<file path="config.mk">
export PLATFORM = sky130hd
export DESIGN_NAME = water_level_conditioner
export DESIGN_NICKNAME = d
export VERILOG_FILES = /design/src/rtl/water_level_conditioner.sv
export SDC_FILE = /design/constraint.sdc
export NUM_CORES = 1
export LEC_CHECK = 0
export BUFFER_PORTS_ARGS = -buffer_cell sky130_fd_sc_hd__buf_4
export CAP_MARGIN = 20
export CORE_ASPECT_RATIO = 0.5
export CORE_UTILIZATION = 35
export CTS_CLUSTER_SIZE = 10
export DETAILED_ROUTE_END_ITERATION = 7
export MAX_ROUTING_LAYER = met4
export PLACE_DENSITY = 0.5
export REMOVE_ABC_BUFFERS = 1
export SYNTH_ARGS = -nofsm -noshare
export SYNTH_HDL_FRONTEND = slang
export SYNTH_SLANG_ARGS = --single-unit
</file>
<file path="constraint.sdc">
create_clock -name i_clk -period 5.6 [get_ports i_clk]
set_clock_uncertainty 0.15 [all_clocks]
set_input_delay 0.56 -clock i_clk [delete_from_list [all_inputs] [get_ports i_clk]]
set_output_delay 0.56 -clock i_clk [all_outputs]
set_load 0.005 [all_outputs]
</file>
<file path="src/rtl/water_level_conditioner.sv">
// Decimating 4-sample averager for the raw water level ADC, with hysteretic full/empty flags and per-sample delta.
// Optional WATER_LEVEL_SPIKE_REJECT_EN drops isolated out-of-window samples once the average is valid.
module water_level_conditioner #(
    parameter int SAMPLE_DIV   = 5,
    parameter int FULL_HYST    = 8,
    parameter int EMPTY_THRESH = 20,
    parameter int EMPTY_HYST   = 8,
    parameter int SPIKE_MAX    = 64
) (
    input  logic               i_clk,
    input  logic               i_reset,
    input  logic [9:0]         i_water_level_sensor,
    input  logic [9:0]         i_target_level,
    output logic               o_sample_tick,
    output logic [9:0]         o_level_avg,
    output logic               o_level_valid,
    output logic               o_level_full,
    output logic               o_level_empty,
    output logic signed [10:0] o_level_delta,
    output logic [7:0]         o_spike_count
);

    logic [7:0]         r_presc;
    logic [9:0]         r_buf [4];
    logic [2:0]         r_cnt;
    logic [9:0]         r_avg;
    logic               r_valid;
    logic               r_full;
    logic               r_empty;
    logic signed [10:0] r_delta;

    logic               w_tick;
    logic               w_reject;
    logic               w_accept;
    logic [11:0]        w_sum;
    logic [9:0]         w_new_avg;
    logic [2:0]         w_cnt_next;
    logic               w_valid_next;
    logic [9:0]         w_full_floor;
    logic               w_full_next;
    logic               w_empty_next;
    logic signed [10:0] w_delta_next;

    assign w_tick    = (r_presc == 8'(SAMPLE_DIV - 1));
    // Oldest entry (r_buf[3]) drops out, so it is excluded from the new sum.
    assign w_sum     = 12'(i_water_level_sensor) + 12'(r_buf[0]) + 12'(r_buf[1]) + 12'(r_buf[2]);
    assign w_new_avg = w_sum[11:2];
    assign w_accept  = w_tick && !w_reject;

    assign w_cnt_next   = (r_cnt == 3'd4) ? 3'd4 : r_cnt + 3'd1;
    assign w_valid_next = (w_cnt_next == 3'd4);
    assign w_full_floor = (i_target_level >= 10'(FULL_HYST)) ? i_target_level - 10'(FULL_HYST) : 10'd0;

    always_comb begin
        w_full_next = r_full;
        if (w_new_avg >= i_target_level)
            w_full_next = 1'b1;
        else if (w_new_avg < w_full_floor)
            w_full_next = 1'b0;

        w_empty_next = r_empty;
        if (w_new_avg <= 10'(EMPTY_THRESH))
            w_empty_next = 1'b1;
        else if (w_new_avg > 10'(EMPTY_THRESH + EMPTY_HYST))
            w_empty_next = 1'b0;

        w_delta_next = 11'sd0;
        if (r_valid)
            w_delta_next = $signed({1'b0, w_new_avg}) - $signed({1'b0, r_avg});
    end

    always_ff @(posedge i_clk) begin
        if (i_reset) begin
            r_presc <= 8'd0;
            r_buf   <= '{default: 10'd0};
            r_cnt   <= 3'd0;
            r_avg   <= 10'd0;
            r_valid <= 1'b0;
            r_full  <= 1'b0;
            r_empty <= 1'b0;
            r_delta <= 11'sd0;
        end else begin
            r_presc <= w_tick ? 8'd0 : r_presc + 8'd1;
            if (w_accept) begin
                r_buf[0] <= i_water_level_sensor;
                r_buf[1] <= r_buf[0];
                r_buf[2] <= r_buf[1];
                r_buf[3] <= r_buf[2];
                r_cnt    <= w_cnt_next;
                if (w_valid_next) begin
                    r_valid <= 1'b1;
                    r_avg   <= w_new_avg;
                    r_delta <= w_delta_next;
                    r_full  <= w_full_next;
                    r_empty <= w_empty_next;
                end
            end
        end
    end

`ifdef WATER_LEVEL_SPIKE_REJECT_EN
    logic [7:0]         r_spk_cnt;
    logic [1:0]         r_spk_run;
    logic signed [10:0] w_diff;
    logic [10:0]        w_abs;

    assign w_diff   = $signed({1'b0, i_water_level_sensor}) - $signed({1'b0, r_avg});
    assign w_abs    = w_diff[10] ? 11'(-w_diff) : 11'(w_diff);
    // Two rejections in a row are tolerated; the third outlier is taken as a real step.
    assign w_reject = r_valid && (w_abs > 11'(SPIKE_MAX)) && (r_spk_run != 2'd2);

    always_ff @(posedge i_clk) begin
        if (i_reset) begin
            r_spk_cnt <= 8'd0;
            r_spk_run <= 2'd0;
        end else if (w_tick) begin
            if (w_reject) begin
                r_spk_run <= r_spk_run + 2'd1;
                if (r_spk_cnt != 8'hFF)
                    r_spk_cnt <= r_spk_cnt + 8'd1;
            end else begin
                r_spk_run <= 2'd0;
            end
        end
    end

    assign o_spike_count = r_spk_cnt;
`else
    assign w_reject      = 1'b0;
    assign o_spike_count = 8'd0;
`endif

    assign o_sample_tick = w_tick;
    assign o_level_avg   = r_avg;
    assign o_level_valid = r_valid;
    assign o_level_full  = r_full;
    assign o_level_empty = r_empty;
    assign o_level_delta = r_delta;

endmodule

</file>
After elaboration in Yosys (flattened, before gate mapping)
Index checks and enable logic that the tools add are counted.
{"block": "totals", "register_bits": 65, "inputBits": 22, "output_inout_bits": 33}
{"block": "classes", "addsub": 7, "n_lt_le_gt_ge": 5, "eq_ne": 3, "muxes": 7, "reduce_logical": 6}
{"cell": "$add 11x10->12", "n": 1}
{"cell": "$add 12x10->12", "n": 1}
{"cell": "$add 10x10->11", "n": 1}
{"cell": "$mux 11", "n": 1}
{"cell": "$sub 10x10->11", "n": 1}
{"cell": "$ge 10x10->1", "n": 1}
{"cell": "$ge 10x4->1 const B", "n": 1}
{"cell": "$gt 10x5->1 const B", "n": 1}
{"cell": "$le 10x5->1 const B", "n": 1}
{"cell": "$lt 10x10->1", "n": 1}
{"cell": "$mux 10", "n": 1}
{"cell": "$sub 10x4->10 const B", "n": 1}
{"cell": "$add 8x1->8 const B", "n": 1}
{"cell": "$eq 8x3->1 const B", "n": 1}
{"cell": "$eq 3x3->1 const B", "n": 2}
{"cell": "$reduce_and 3->1", "n": 2}
{"cell": "$mux 1", "n": 4}
{"cell": "$reduce_bool 2->1", "n": 2}
{"cell": "$add 3x1->3 const B", "n": 1}
{"cell": "$mux 3", "n": 1}
{"cell": "$reduce_and 2->1", "n": 1}
{"cell": "$reduce_or 2->1", "n": 1}

Longest topological paths before layout
Gate-level depths: netlist of run 1.
{"block": "logic_depth", "ltp_word": 6, "ltp_mapped": 18, "depth_no_buf": 18}

Least setup slack after synthesis of run 1
No wires, ideal clock.
{"block": "synth_timing", "path_kind": "input port to flip-flop", "start": "input port i_water_level_sensor[3]", "end": "register r_delta[9] (netlist: o_level_delta[9])", "arrival_ns": 4.403, "t_required_ns": 5.388, "path_slack_ns": 0.985, "stages": 16, "path_cell_list": "inv_1 fa_1 fa_1 inv_1 ha_1 and4_4 a32o_2 o41ai_2 nor2_1 a211o_1 buf_2 ha_1 or3_1 a211o_1 a2111o_1 nand3_1"}
{"block": "synth_via", "elab_chain_len": 5}
{"element": "start, declared", "line": "12", "text": "input logic [9:0] i_water_level_sensor,"}
{"element": "$add 10x10->11", "line": "46", "text": "assign w_sum = 12'(i_water_level_sensor) + 12'(r_buf[0]) + 12'(r_buf[1]) + 12'(r_buf[2]);"}
{"element": "$add 11x10->12", "line": "46"}
{"element": "$add 12x10->12", "line": "46"}
{"element": "$sub 10x10->11", "line": "69", "text": "w_delta_next = $signed({1'b0, w_new_avg}) - $signed({1'b0, r_avg});"}
{"element": "$mux 11", "line": "68", "text": "if (r_valid)"}
{"element": "end signal, assigned", "line": "93", "text": "r_delta <= w_delta_next;"}
{"element": "end, declared", "line": "30", "text": "logic signed [10:0] r_delta;"}
No other way between the ends.
A chain may end at the register's enable or synchronous reset.

Worst setup path in the final report of run 1
{"block": "layout_timing", "start": "register r_buf[23] in the netlist's numbering", "end": "register r_delta[9] (netlist: o_level_delta[9])"}
{"block": "layout_via", "elab_chain_len": 4}
{"element": "start, declared", "line": "24", "text": "logic [9:0] r_buf [4];"}
{"element": "$add 11x10->12", "line": "46"}
{"element": "$add 12x10->12", "line": "46"}
{"element": "$sub 10x10->11", "line": "69"}
{"element": "$mux 11", "line": "68"}
No other way between the ends.

==> results.json, run 1 <==
{
  "status": "complete, no violations",
  "worstPathArrival_ps": 4810,
  "antenna_left": 0,
  "n_antenna_cell": 0,
  "setup-tns-final_ps": 0,
  "peakVddDrop_mv": 0.131,
  "vias_per_cell": 4.69,
  "port_buffers": 46,
  "cts_tree": "yes",
  "insertion_delay_ps": 330,
  "crit_buf_inv": 2,
  "cp_slowest_stage_delay_ps": 520,
  "synth_area_sq_mm": 0.00453,
  "seqCellArea_sq_mm": 0.00130,
  "seq_area_frac_synth_pct": 28.7,
  "drc": 0,
  "vias": 3678,
  "post_cts_resized": 0,
  "start_util_pct": 37.1,
  "die_height_um": 82.5,
  "start_kind": "flop",
  "worstPathMaxFanout": 8,
  "drtIter0Drc": 183,
  "wl_per_cell_um": 12.5,
  "synthFlopType": "dfxtp_1",
  "dr.pass1.iters": 4,
  "clock_power_share_pct": 45.9,
  "fmax_ghz": 0.213,
  "wirelength_mm": 9.81,
  "slowest_stage": "fa_1",
  "worstSetupPathType": "reg -> reg",
  "place_congestion": 0.787,
  "hold_buffers": 0,
  "placementRows": 28,
  "rsz0062_at_grt": "no",
  "p_seq_share_pct": 38.7,
  "sw_frac_of_total_pct": 27.1,
  "p_per_area_mw_per_mm2": 231,
  "multi_input_area_sq_mm": 0.00276,
  "crit_family": "compound AO/OA/AOI/OAI gates",
  "postCtsSetupBuffers": 0,
  "final.min_clock_period_ps": 4690,
  "drive_gt1_share_pct": 13.1,
  "power_mw": 1.22,
  "gr-total-overflow": 0,
  "p_switching_uw": 332,
  "p_int_uw": 891,
  "cts_inserted_buffers": 9,
  "htree_levels": 3,
  "dp_hpwl_mm": 7.22,
  "clockRootBuffer": "clkbuf_16",
  "yosysUniqueCellTypes": 65,
  "dieArea_sq_mm": 0.0134,
  "maxSlewViolCount": 0,
  "grt_max_degree": 63,
  "async_reset_ff_share_pct": 0,
  "leakagePower_nw": 2.23,
  "cp-end-kind": "flop",
  "syn_avg_cell_area_sq_um": 7.90,
  "ys_seq_elements": 65,
  "yosysWarnings": 0,
  "clock_tree.buffer_depth": 2,
  "cp.required_ps": 5720,
  "finalSetupViolCount": 0,
  "antenna_found_initial": 0,
  "max_slew_margin_pct": 41.2,
  "grt_pass1_vias": 3563,
  "cap_violations": 0,
  "clk_pin_slew_ps": 60,
  "grt_usage_pct": 16.6,
  "n_fill_cell": 1274,
  "die_x_um": 163,
  "coreArea_sq_mm": 0.0122,
  "netlist_instances": 574,
  "synth_edf_count": 0,
  "reg2reg_setup_slack_ps": 910,
  "hold_violations": 0,
  "nNetsFinal": 693,
  "worst_slew_pin_slew_ps": 882,
  "clock_sinks": 65,
  "period_share_pct": 83.8,
  "area_delta_synth_final_pct": 17.1,
  "combPwrFrac_pct": 15.5,
  "grt_pass1_wl_mm": 16.9,
  "boundaryPins": 55,
  "hold_class": "reg -> reg",
  "worstPathCellList": "inv_1 -> fa_1 -> fa_1 -> inv_1 -> ha_1 -> a21o_1 -> a32o_2 -> o41ai_2 -> nor2_1 -> a211o_1 -> ha_1 -> or3_1 -> a211o_1 -> a2111o_1 -> nand3_1"
}
-- cell type report --
class / instances / share of cell area, %
clock buffers: 9 / 4.25
clock inverters: 7 / 1.34
inverters: 93 / 6.58
multi-input cells: 393 / 52.1
flip-flops and latches: 65 / 24.5
well taps: 165 / 3.89
repair buffers: 52 / 7.36
-- metrics by stage --
| step | instance area [sq um] | util (%) | setup WS (ps) | instances | hold WS, ps |
|---|---|---|---|---|---|
| after detailed placement | 5010 | 41.0 | 596 | 768 | 297 |
| after global placement | 5010 | 41.0 | 621 | 768 | 292 |
| after CTS | 5310 | 43.4 | 893 | 784 | 305 |
| after global routing | 5310 | 43.4 | 666 | 784 | 316 |
| final | 5310 | 43.4 | 906 | 784 | 302 |
| after floorplan | 4410 | - | 1010 | 551 | 280 |
-- power groups by stage --
stage	logic [mW]	clock network [mW]	registers, mW
after global routing	0.218	0.600	0.474
after global placement	0.190	0	0.483
final	0.189	0.561	0.473
after detailed placement	0.190	0	0.483
after floorplan	0.131	0	0.482
after CTS	0.191	0.580	0.473
-- cells in the mapped netlist, types with 3 or more instances --
library cell	instances	share of area, %
o21ai_1	3	0.33
xnor2_1	15	2.9
nand3_1	18	2.0
nand3b_1	7	1.2
nor2b_1	3	0.41
inv_1	88	7.3
and3_1	3	0.41
clkbuf_1	20	1.7
dfxtp_1	65	29
a31oi_1	4	0.55
buf_4	8	1.3
a211o_1	3	0.58
o21ai_0	6	0.66
xor2_1	8	1.5
a211oi_1	5	0.83
ha_1	36	9.9
a21oi_1	60	6.6
maj3_1	4	0.88
nor3_1	6	0.66
nand2_1	101	8.4
a21o_1	5	0.83
nand4_1	4	0.55
fa_1	21	9.3
nand2b_1	5	0.69
inv_2	4	0.33
nor2_1	25	2.1
-- layer usage --
layer  wire, um  vias to the layer above  track usage, %
met3        327                       11            3.60
met5          0                        -               -
met2       4060                       65            25.2
met4         96                        0            4.77
li1           -                     1949               -
met1       5340                     1653            22.1
-- state kept, by name, indices dropped and copies added, names as in the netlist --
name           count
r_buf             30
o_level_delta     11
o_level_avg       10
r_presc            8
r_cnt              3
o_level_empty      1
o_level_full       1
o_level_valid      1
-- final timing paths --
| kind | startpoint | to | depth (start not counted) |
|---|---|---|---|
| hold reg to reg | r_buf[18]$_SDFFE_PP0P_ | r_buf[18]$_SDFFE_PP0P_ | 2 |
| setup reg to reg | r_buf[23]$_SDFFE_PP0P_ | o_level_delta[9]$_SDFFE_PP0P_ | 15 |
| setup / recovery | r_buf[23]$_SDFFE_PP0P_ | o_level_delta[9]$_SDFFE_PP0P_ | 15 |
| hold / removal | r_buf[18]$_SDFFE_PP0P_ | r_buf[18]$_SDFFE_PP0P_ | 2 |
-- layout by cell type, fill, tap and decap left out, drive strengths merged, types with 2 or more instances in the layout --
cell     count
conb         8
a31oi        4
maj3         5
clkbuf       9
o21ai        9
xor2         9
nor3         7
or4          2
o31a         2
a41oi        2
nor2b        3
a2bb2oi      2
nor3b        2
inv         92
mux2i        2
or2          2
nand3b       7
a211o        3
nand2b       5
nor2        25
a21o         5
a21oi       61
and3         3
ha          36
nand3       18
clkinv       7
fa          21
a211oi       6
xnor2       15
dfxtp       65
nand4        4
buf         52
a2111oi      2
a21boi       2
nand2      101
-- cells by family after synthesis --
logic type / count (synthesis) / share of synthesized area, %
buffers and inverters: 123 / 11.0
other: 1 / 0.0827
and+or+nand+nor: 186 / 19.0
xor gates and xnor gates: 24 / 4.80
DFF: 65 / 28.7
muxes: 2 / 0.442
AOI/OAI and AO/OA: 111 / 15.6
adders and majority gates: 62 / 20.3
-- worst register-to-register path, cell delays in order, from the launching register on --
cell,delay (ps)
dfxtp_1,350
inv_1,70
fa_1,470
fa_1,520
inv_1,50
ha_1,370
a21o_1,200
a32o_2,280
o41ai_2,350
nor2_1,100
a211o_1,380
ha_1,270
or3_1,360
a211o_1,280
a2111o_1,360
nand3_1,80
(Power assumes the default switching activity.)
==> inputs of run 2 (changes only) <==
Settings changed: PLACE_DENSITY 0.5 to 0.52.
Clock period 5.6 ns to 4.3 ns, I/O delays scaled along.
==> run 2 against run 1 <==
First-iteration DRC count fell by 26%. Worst setup slack worse by 880 ps. Die area unchanged. Cell area rose by 11%. Utilization is 4.9 points higher. Hold slack got worse by 110 ps. Via count is 6.1% higher. Clock power is 33% higher. Sequential power increased by 30%. Power is 37% higher. Fmax is 9.9% higher. Sequential share of layout area fell by 2.3 points.
==> results.json, run 2 (same netlist as run 1, synthesis figures left out) <==
{
  "status": "complete, no violations",
  "worst_slew_pin_slew_ps": 882,
  "p_per_area_mw_per_mm2": 285,
  "wl_met3_um": 353,
  "clockRootBuffer": "clkbuf_16",
  "vias": 3902,
  "vias_per_cell": 4.68,
  "worstRegToRegCells": 18,
  "largest_register": "r_buf",
  "wl_per_cell_um": 12.2,
  "clk_pin_slew_ps": 60,
  "clock_sinks": 65,
  "min-delay-start": "i_water_level_sensor[3]",
  "layout_setup_ws_ps": 30.2,
  "drc": 0,
  "worstSetupPathType": "reg -> reg",
  "max_slew_margin_pct": 41.2,
  "crit_start": "r_buf[21]$_SDFFE_PP0P_",
  "clock_tree.buffer_depth": 2,
  "power_mw": 1.68,
  "grt_usage_pct": 16.7,
  "grt_max_degree": 63,
  "reg2reg_setup_slack_ps": 30,
  "rsz0062_at_grt": "yes",
  "largest_reg_flops": 30,
  "dr.pass1.iters": 4,
  "worstPathMaxFanout": 4,
  "worstPathArrival_ps": 4300,
  "cts_tree": "yes",
  "met2WireLength_mm": 4.34,
  "htree_levels": 3,
  "critPathCapture": "o_level_full$_SDFFE_PP0P_",
  "drive_gt1_share_pct": 26.3,
  "cp-end-kind": "flop",
  "cap_violations": 0,
  "nNetsFinal": 743,
  "die_x_um": 163,
  "dp_hpwl_mm": 7.34,
  "leakagePower_nw": 2.52,
  "r2r-end": "o_level_full$_SDFFE_PP0P_",
  "start_util_pct": 37.1,
  "grt_pass1_vias": 3692,
  "final_cell_mix": "nand2_1, buf_4, inv_1",
  "n_antenna_cell": 0,
  "gr-total-overflow": 0,
  "insertion_delay_ps": 330,
  "fmax_ghz": 0.234,
  "cp.required_ps": 4330,
  "met1_length_mm": 5.37,
  "antenna_left": 0,
  "maxSlewViolCount": 0,
  "final.min_clock_period_ps": 4270,
  "coreArea_sq_mm": 0.0122,
  "antenna_found_initial": 0,
  "reg2reg_from": "r_buf[21]$_SDFFE_PP0P_",
  "finalSetupViolCount": 0,
  "peakVddDrop_mv": 0.205,
  "wirelength_mm": 10.2,
  "area_delta_synth_final_pct": 30.2,
  "hold_buffers": 0,
  "hold_class": "in -> reg",
  "port_buffers": 46,
  "start_kind": "flop",
  "post-place-ws_ps": -436,
  "period_share_pct": 99.3,
  "placementRows": 28,
  "boundaryPins": 55,
  "grt_pass1_wl_mm": 17.0,
  "dieArea_sq_mm": 0.0134,
  "hold_violations": 0,
  "whs_ps": 196,
  "cts_inserted_buffers": 9,
  "routed.top_layer": "met4",
  "drtIter0Drc": 135,
  "die_height_um": 82.5,
  "place_congestion": 0.819
}
==> run 2: cell count changes in the layout (fill, tap and decap cells not counted), sizes merged <==
| cell | before | now |
|---|---|---|
| clkinvlp | 0 | 2 |
| clkinv | 7 | 4 |
| clkbuf | 9 | 10 |
| buf | 52 | 102 |
==> run 2: power by group <==
part / switching (mW) / leakage (nW) / internal (mW)
clock network: 0.283 / 0.145 / 0.465
logic: 0.165 / 1.85 / 0.153
registers: 0.00707 / 0.527 / 0.609
==> run 2: critical path, cell delays in order, from the launching register on <==
cell      delay, ps
dfxtp_2         330
inv_2            40
fa_1            510
inv_2            40
fa_2            390
and3b_2         230
fa_2            420
a21oi_2         150
inv_1            60
a21oi_2         160
xnor2_2         200
ha_1            320
a21oi_1         120
o21ai_1          90
maj3_2          310
a221o_1         320
o211ai_1         80
a21o_1          140
a41oi_2          80
==> run 2: cell type report <==
cell class / instances / area [sq um]
Clock buffer: 10 / 239
Clock inverter: 6 / 67.6
Fill cell: 1209 / 6330
Inverter: 93 / 349
Multi-Input combinational cell: 393 / 2960
Sequential cell: 65 / 1310
Tap cell: 165 / 206
Timing Repair Buffer: 102 / 769
==> run 2: routing by layer <==
metal,GRT usage [%],vias up
met4,4.86,0
met5,-,-
li1,-,2047
met2,26.5,51
met3,4.15,11
met1,21.1,1793
==> run 2: how the worst min path moves through the flow <==
| stage | endpoint | slack (ps) | depth (start not counted) |
|---|---|---|---|
| CTS | r_buf[33]$_SDFFE_PP0P_ | 190 | 3 |
| floorplan | r_buf[10]$_SDFFE_PP0P_ | 280 | 2 |
| global placement | o_level_delta[3]$_SDFFE_PP0P_ | 290 | 2 |
| detailed placement | r_buf[12]$_SDFFE_PP0P_ | 300 | 2 |
| global route | r_buf[37]$_SDFFE_PP0P_ | 190 | 3 |
| finish | r_buf[33]$_SDFFE_PP0P_ | 200 | 3 |
==> run 2: per-stage QoR <==
step                      cells  area (sq um)  TNS [ps]  utilization [%]
after floorplan             551          4410      -495                -
after global placement      813          5350     -2230             43.7
after detailed placement    813          5350     -2790             43.7
after CTS                   832          5790     -22.0             47.4
after global routing        834          5900      -415             48.3
final                       834          5900         0             48.3
==> run 2: timing repair <==
item                                    4_1_cts  5_1_grt
pin swaps                                    24       32
endpoints found under the setup margin        7        6
buffers inserted                              3        2
resized for setup                            24       28
endpoints found under the hold margin         0        0
==> inputs of run 3 (changes only) <==
Settings changed: GPL_TIMING_DRIVEN set to 1, PLACE_DENSITY 0.52 to 0.5.
Clock period 4.3 ns to 5.1 ns, I/O delays scaled along.
==> run 3 against run 2 <==
Non-clock buffer count fell by 47. Critical path type unchanged. Final cell count fell by 5.6%. Fmax fell by 7.2%.
==> results.json, run 3 (same netlist as run 1, synthesis figures left out) <==
{
  "combPwrFrac_pct": 14.4,
  "min_path_cells": 3,
  "start_kind": "flop",
  "largest_register": "r_buf",
  "min_to": "r_buf[38]$_SDFFE_PP0P_",
  "period_share_pct": 90.2,
  "drc": 0,
  "sw_frac_of_total_pct": 25.2,
  "worstSetupPathType": "reg -> reg",
  "placementRows": 28,
  "hold_violations": 0,
  "dp_hpwl_mm": 7.12,
  "grt_max_degree": 63,
  "seqCellArea_sq_mm": 0.00130,
  "rsz0062_at_grt": "no",
  "hold_class": "in -> reg",
  "cap_violations": 0,
  "vias": 3690,
  "fmax_ghz": 0.217,
  "worstPathMaxFanout": 5,
  "p_seq_share_pct": 35.4,
  "worst_slew_pin_slew_ps": 911,
  "final_common_cell": "nand2_1",
  "area_delta_synth_final_pct": 18.8,
  "n_antenna_cell": 0,
  "vias_per_cell": 4.69,
  "max_slew_margin_pct": 39.3,
  "leakagePower_nw": 2.27,
  "final_cell_mix": "nand2_1, inv_1, dfxtp_1",
  "boundaryPins": 55,
  "finalSetupViolCount": 0,
  "nNetsFinal": 696,
  "post_cts_resized": 0,
  "cts_tree": "yes",
  "largest_reg_flops": 30,
  "postCtsSetupBuffers": 0,
  "wirelength_mm": 10.1,
  "clock_sinks": 65,
  "worstRegToRegCells": 17,
  "clockRootBuffer": "clkbuf_16",
  "power_mw": 1.47,
  "port_buffers": 46,
  "n_fill_cell": 1249,
  "p_int_mw": 1.10,
  "slowest_stage": "fa_1",
  "wl_per_cell_um": 12.8,
  "multi_input_area_sq_mm": 0.00276,
  "insertion_delay_ps": 330,
  "drtIter0Drc": 176,
  "reg2reg_setup_slack_ps": 500,
  "min-delay-start": "i_water_level_sensor[8]",
  "cp-end-kind": "flop",
  "peakVddDrop_mv": 0.142,
  "htree_levels": 3,
  "drive_gt1_share_pct": 13.5,
  "die_x_um": 163,
  "reg2reg_from": "r_buf[21]$_SDFFE_PP0P_",
  "r2r-end": "o_level_delta[9]$_SDFFE_PP0P_",
  "clock_tree.buffer_depth": 2,
  "final_core_util_pct": 44.0,
  "setup-tns-final_ps": 0,
  "grt_pass1_vias": 3544,
  "clock_power_share_pct": 50.1,
  "die_height_um": 82.5,
  "final.min_clock_period_ps": 4600,
  "start_util_pct": 37.1,
  "antenna_found_initial": 0,
  "status": "complete, no violations",
  "antenna_left": 0,
  "p_switching_uw": 370,
  "dieArea_sq_mm": 0.0134,
  "worstPathCellList": "inv_1 -> fa_1 -> inv_1 -> fa_1 -> and3b_1 -> fa_1 -> a21oi_1 -> inv_1 -> a21oi_1 -> xnor2_1 -> ha_1 -> a21boi_1 -> o21ai_1 -> a211oi_2 -> a211o_1 -> a2111o_1 -> nand3_1",
  "grt_pass1_wl_mm": 17.1,
  "worstPathArrival_ps": 4710,
  "clk_pin_slew_ps": 60,
  "place_congestion": 0.804,
  "hold_buffers": 0,
  "cts_inserted_buffers": 9,
  "cp_slowest_stage_delay_ps": 470,
  "p_per_area_mw_per_mm2": 272,
  "cp.required_ps": 5210,
  "grt_usage_pct": 16.7,
  "dr.pass1.iters": 4,
  "gr-total-overflow": 0,
  "maxSlewViolCount": 0,
  "coreArea_sq_mm": 0.0122
}
[run 3: critical path, delay by kind of cell (launching register included)]
kind                       cells  cell delay (ps)
adders and majority gates      4             1680
AOI/OAI and AO/OA              7             1600
DFF                            1              340
and+or+nand+nor                2              300
xor gates and xnor gates       1              300
buffers and inverters          3              170
[run 3: worst max-delay path by stage]
| stage | from | to | slack (ps) | cells past startpoint |
|---|---|---|---|---|
| global route | r_buf[11]$_SDFFE_PP0P_ | o_level_delta[7]$_SDFFE_PP0P_ | 190 | 17 |
| global placement | i_water_level_sensor[1] | o_level_delta[7]$_SDFFE_PP0P_ | 280 | 18 |
| floorplan | i_water_level_sensor[3] | o_level_delta[9]$_SDFFE_PP0P_ | 560 | 15 |
| finish | r_buf[21]$_SDFFE_PP0P_ | o_level_delta[9]$_SDFFE_PP0P_ | 500 | 17 |
| CTS | r_buf[21]$_SDFFE_PP0P_ | o_level_delta[9]$_SDFFE_PP0P_ | 500 | 17 |
| detailed placement | i_water_level_sensor[1] | o_level_full$_SDFFE_PP0P_ | 230 | 19 |
[run 3: per-stage QoR]
stage                     setup slack [ps]  std cells  hold WS (ps)  cell area (sq um)
after detailed placement               226        771           298               5030
after global routing                   189        787           286               5390
after global placement                 281        771           291               5030
after CTS                              505        787           276               5390
final                                  499        787           286               5390
after floorplan                        559        551           280               4410
[run 3: area by class of cell]
type,count,share of cell area [%]
multi-input combinational,393,51.3
tap,165,3.83
sequential,65,24.2
timing repair buffer,55,7.67
clock inverter,6,2.14
inverter,93,6.48
clock buffer,10,4.44
[run 3: power by group through the flow]
stage          sequential [mW]  clock [mW]  combinational, mW
2_1_floorplan            0.529           0              0.144
3_3_place_gp             0.531           0              0.212
3_5_place_dp             0.531           0              0.212
4_1_cts                  0.519       0.757              0.214
5_1_grt                  0.520       0.776              0.244
6_report                 0.519       0.734              0.212
[run 3: metal layers]
metal | wire length, um | share of wire [%] | GRT usage (%)
met1 | 5530 | 55 | 23.0
met4 | 51 | 0.51 | 3.46
met2 | 4170 | 41 | 24.9
met3 | 319 | 3.2 | 3.90
met5 | 0 | 0 | -
